File: config.mk
export PLATFORM = sky130hd
export DESIGN_NAME = scaler_cfg_ctrl
export DESIGN_NICKNAME = d
export VERILOG_FILES = /design/src/rtl/scaler_cfg_ctrl.sv
export SDC_FILE = /design/constraint.sdc
export NUM_CORES = 1
export LEC_CHECK = 0
export ABC_CLOCK_PERIOD_IN_PS = 1750
export CORE_ASPECT_RATIO = 0.8
export CORE_MARGIN = 5
export CORE_UTILIZATION = 50
export CTS_CLUSTER_DIAMETER = 50
export CTS_CLUSTER_SIZE = 30
export DETAILED_ROUTE_END_ITERATION = 8
export GPL_TIMING_DRIVEN = 0
export PLACE_DENSITY_LB_ADDON = 0.12
export SYNTH_ARGS = -nofsm -noshare
export SYNTH_HDL_FRONTEND = slang
export SYNTH_SLANG_ARGS = --single-unit
File: constraint.sdc
create_clock -name clk -period 1.75 [get_ports clk]
set_input_delay 0.525 -clock clk [delete_from_list [all_inputs] [get_ports clk]]
set_output_delay 0.525 -clock clk [all_outputs]
set_load 0.005 [all_outputs]
File: src/rtl/scaler_cfg_ctrl.sv
// Scaler configuration controller: host shadow registers, validated commit, vsync-aligned load.
// Optional frame counter enabled by defining SCALER_CFG_CTRL_FRAME_CNT_EN.
module scaler_cfg_ctrl #(
   parameter int LINE_IN_SIZE_MAX = 1024,
   parameter int SCALE_STEP       = 4096
) (
   input  logic        clk,
   input  logic        rst_n,
   input  logic        cfg_wr,
   input  logic [1:0]  cfg_adr,
   input  logic [15:0] cfg_data,
   input  logic        vs_i,
   output logic [15:0] reg_h_scale_step,
   output logic [15:0] reg_v_scale_step,
   output logic [15:0] reg_v_scale_inline_size,
   output logic        cfg_busy,
   output logic        cfg_err,
   output logic        cfg_upd,
   output logic [15:0] frame_cnt
);

   localparam logic [15:0] STEP_INIT = 16'(SCALE_STEP);
   localparam logic [15:0] SIZE_INIT = 16'(LINE_IN_SIZE_MAX);

   typedef enum logic [1:0] {
      IDLE    = 2'd0,
      PENDING = 2'd1,
      APPLIED = 2'd2
   } state_t;

   state_t      state;
   state_t      state_next;
   logic [15:0] h_shadow;
   logic [15:0] v_shadow;
   logic [15:0] size_shadow;
   logic        vs_q;
   logic        vs_rise;
   logic        commit;
   logic        commit_ok;
   logic        load;

   assign vs_rise   = vs_i & ~vs_q;
   assign commit    = cfg_wr && (cfg_adr == 2'd3);
   assign commit_ok = (h_shadow != 16'd0) && (v_shadow != 16'd0) &&
                      (size_shadow != 16'd0) && (size_shadow <= SIZE_INIT);

   always_ff @(posedge clk) begin
      if (!rst_n) begin
         state <= IDLE;
         vs_q  <= 1'b0;
      end else begin
         state <= state_next;
         vs_q  <= vs_i;
      end
   end

   always_comb begin
      state_next = state;
      load       = 1'b0;
      case (state)
         IDLE: begin
            if (commit && commit_ok)
               state_next = PENDING;
         end
         PENDING: begin
            if (vs_rise) begin
               load       = 1'b1;
               state_next = APPLIED;
            end
         end
         APPLIED: state_next = IDLE;
         default: state_next = IDLE;
      endcase
   end

   // Host writes only land while no commit is outstanding
   always_ff @(posedge clk) begin
      if (!rst_n) begin
         h_shadow    <= STEP_INIT;
         v_shadow    <= STEP_INIT;
         size_shadow <= SIZE_INIT;
      end else if (cfg_wr && (state == IDLE)) begin
         case (cfg_adr)
            2'd0:    h_shadow    <= cfg_data;
            2'd1:    v_shadow    <= cfg_data;
            2'd2:    size_shadow <= cfg_data;
            default: ;
         endcase
      end
   end

   always_ff @(posedge clk) begin
      if (!rst_n) begin
         reg_h_scale_step        <= STEP_INIT;
         reg_v_scale_step        <= STEP_INIT;
         reg_v_scale_inline_size <= SIZE_INIT;
      end else if (load) begin
         reg_h_scale_step        <= h_shadow;
         reg_v_scale_step        <= v_shadow;
         reg_v_scale_inline_size <= size_shadow;
      end
   end

   // Error is sticky until the next accepted commit
   always_ff @(posedge clk) begin
      if (!rst_n)
         cfg_err <= 1'b0;
      else if (commit && (state == IDLE))
         cfg_err <= ~commit_ok;
   end

   assign cfg_busy = (state != IDLE);
   assign cfg_upd  = (state == APPLIED);

`ifdef SCALER_CFG_CTRL_FRAME_CNT_EN
   always_ff @(posedge clk) begin
      if (!rst_n)
         frame_cnt <= 16'd0;
      else if (vs_rise)
         frame_cnt <= frame_cnt + 16'd1;
   end
`else
   assign frame_cnt = 16'd0;
`endif

endmodule

==> run metrics <==
Critical Path RT approximately 2000 ps; nets roughly 550; Cell Rows 29; Die Y about 90 um; Initial DRT Pass Iterations 4; Finished Cell Area 5370 um^2; vias per cell just under 5; fin. max-slew vios 0; initial antenna violation count 0; DRC viols 0; worst r2r src state[1]; Max Clk Rate between 500 and 600 MHz; Place WS -439 ps; Final setup viols 0; Avg Inst Size Synth 9.59 um^2; share of power burned in registers 0.560; largest family of logic cells by synthesized area simple AND/OR/NAND/NOR gates; Simple-Gate Fraction of Synth Area 0.218; post-synthesis mux area share 0.119; Hold Crit Start reg_v_scale_step[8]; GPL Wtd Cong 0.868; xor and xnor area share after synthesis 0; first-pass GRT wire length ~16000 um; Worst setup SP type primary input; Final WS setup around 57 ps; routed length per instance between 15 and 20 um; MaxCap Viol Count 0; total grt overflow 0; library cells used by synthesis 31; status complete, no violations; die area 10000 um^2; Yosys reg bits 100; Worst-Margin Slew between 500 and 600 ps; I/O pins 89; Port Buffers 72; Clk pwr share 0.351; Diodes inserted 0; CTS root buffer clkbuf_8; Power Internal ~3.2 mW; peak supply drop ~0.55 mV; CTS hold repair buffers 0; post-synthesis adder-cell area fraction 0; final core occ 0.679; worst-path maximum fanout 10; DP Area between 4000 and 5000 um^2; maximum clock insertion buffer count 2; final non-filler cell total approximately 640; Crit. End Element flop; PwrDens slightly below 800 nW/um^2; share of cells above drive strength 1 0.185; Fin. Hold Viols 0; Worst-path clk slew about 100 ps; sequential fraction of the synthesis area 0.494; Slew HR 0.639; Clock Sinks 100; Initial Util 0.512; largest net degree at the start of global routing 18; CTS Buf Count 9; DR iter-0 viols between 100 and 150; Tmin final ~1700 ps; Horiz. Die Dim approximately 110 um; Hold Worst Slack ~460 ps; Syn-to-layout area delta 32.7%; Tot GR Track Use 0.199; mapped cell area approximately 4000 um^2; Sw Pwr a little over 1 mW; RSZ-0062 raised after global routing false; Compound-Gate Fraction of Synth Area 0.0949; Yosys top cell by area dfxtp_1; Net Sw Frac 0.243; period utilization 0.967; Routed Antenna Nets 0; Setup TNS 0 ps; vias in the first global route 3138; cells after synthesis roughly 420; top cell type's share of synthesized area 0.494; Worst Setup Path Type in -> reg; CP arrival between 1500 and 2000 ps; Leak roughly 2.8 nW; Setup Skew approximately 9.4 ps; Core Box Area roughly 7900 um^2; Hold Path Class reg -> reg; CTS H-Tree Depth 3; Worst-Skew Late Latency 360 ps; leading post-synthesis cells by cell area dfxtp_1 (49%), mux2i_1 (12%), nand2_1 (9.3%), a21boi_0 (7.6%), nor2b_1 (7.0%); CTS tree built; Yosys warning count 0; final wirelength around 10000 um; power share of the combinational group 0.089; overall power ~4.2 mW; post-DP HPWL roughly 7400 um; DR vias between 3000 and 4000; CP startpoint cfg_wr; Placed Cells slightly above 600
[cell families (layout without fill, tap and decap cells)]
| family | count (synthesis) | after routing |
|---|---|---|
| buf+inv | 44 | 137 |
| compound gates | 51 | 51 |
| mux | 48 | 48 |
| flops | 100 | 100 |
| other cells | 1 | 16 |
| simple gates | 178 | 178 |
[synth_stat cells]
master,instances
dfxtp_1,100
nand2_1,100
mux2i_1,48
nor2b_1,45
a21boi_0,41
buf_4,22
clkbuf_1,12
nor4_1,11
buf_2,5
a21boi_1,4
nand3_1,4
nand2b_1,3
a41oi_1,2
and2_1,2
and2b_1,2
and2b_2,2
and4bb_2,2
buf_6,2
nor2_1,2
o2111ai_1,2
a21oi_1,1
a31oi_1,1
and3_2,1
and3b_1,1
and4_1,1
buf_12,1
buf_8,1
conb_1,1
inv_1,1
nand4_1,1
nand4b_1,1
[state kept, by name, summed over array words and instances, names as in the netlist]
name / cells
h_shadow: 16
cfg_err: 1
size_shadow: 16
reg_v_scale_inline_size: 16
reg_h_scale_step: 16
reg_v_scale_step: 16
vs_q: 1
state: 2
v_shadow: 16
[cell type report]
cell class | instances | area, um^2
timing repair buffer | 79 | 881
clock inverter | 7 | 75.1
inverter | 1 | 3.75
tap | 108 | 135
sequential | 100 | 2050
fill | 659 | 2540
buffer | 41 | 288
clock buffer | 9 | 124
multi-input combinational | 293 | 1820
[timing repair]
| action | CTS | global route |
|---|---|---|
| pin swaps | 0 | 1 |
| buffers inserted | 0 | 7 |
| endpoints found under the setup margin | 30 | 120 |
| gates resized for setup | 25 | 73 |
[power by group through the flow]
stage	registers, mW	clock network, mW	logic, mW
6_report	2.36	1.48	0.375
5_1_grt	2.36	1.63	0.408
4_1_cts	2.36	1.51	0.369
3_5_place_dp	2.41	0	0.368
3_3_place_gp	2.41	0	0.362
2_1_floorplan	2.40	0	0.236
[final timing paths]
path / slack, ps / depth (start not counted) / end
max: 60 / 7 / v_shadow[11]
min: 460 / 2 / reg_v_scale_step[8]
max reg2reg: 290 / 6 / reg_h_scale_step[7]
min reg2reg: 460 / 2 / reg_v_scale_step[8]
[cells in the final DEF (no fill, tap or decap), types with 5 or more instances in the layout]
cell type | synthesis | routed
clkbuf_8 | 0 | 9
clkdlybuf4s50_1 | 0 | 19
a21boi_0 | 41 | 41
nor2b_1 | 45 | 45
conb_1 | 1 | 16
nand2_1 | 100 | 100
buf_4 | 22 | 27
dfxtp_2 | 0 | 35
nor4_1 | 11 | 11
dfxtp_1 | 100 | 64
dlygate4sd2_1 | 0 | 6
dlymetal6s2s_1 | 0 | 46
clkbuf_1 | 12 | 9
mux2i_1 | 48 | 48
buf_2 | 5 | 5
[critical path: stages]
cell,delay (ps)
clkdlybuf4s50_1,490
and4bb_2,270
and2b_1,140
buf_6,130
buf_12,140
mux2i_1,190
nor2b_1,70
[metal layers]
| layer | share of wire | vias to the layer above | GRT usage | routed length, um |
|---|---|---|---|---|
| met2 | 0.46 | 89 | 0.312 | 4530 |
| met4 | 0.011 | 0 | 0.0554 | 106 |
| met3 | 0.058 | 11 | 0.0623 | 570 |
| li1 | - | 1577 | - | - |
| met5 | 0 | - | 0 | 0 |
| met1 | 0.47 | 1447 | 0.266 | 4640 |
No activity file was read; power rests on OpenSTA's default activity.
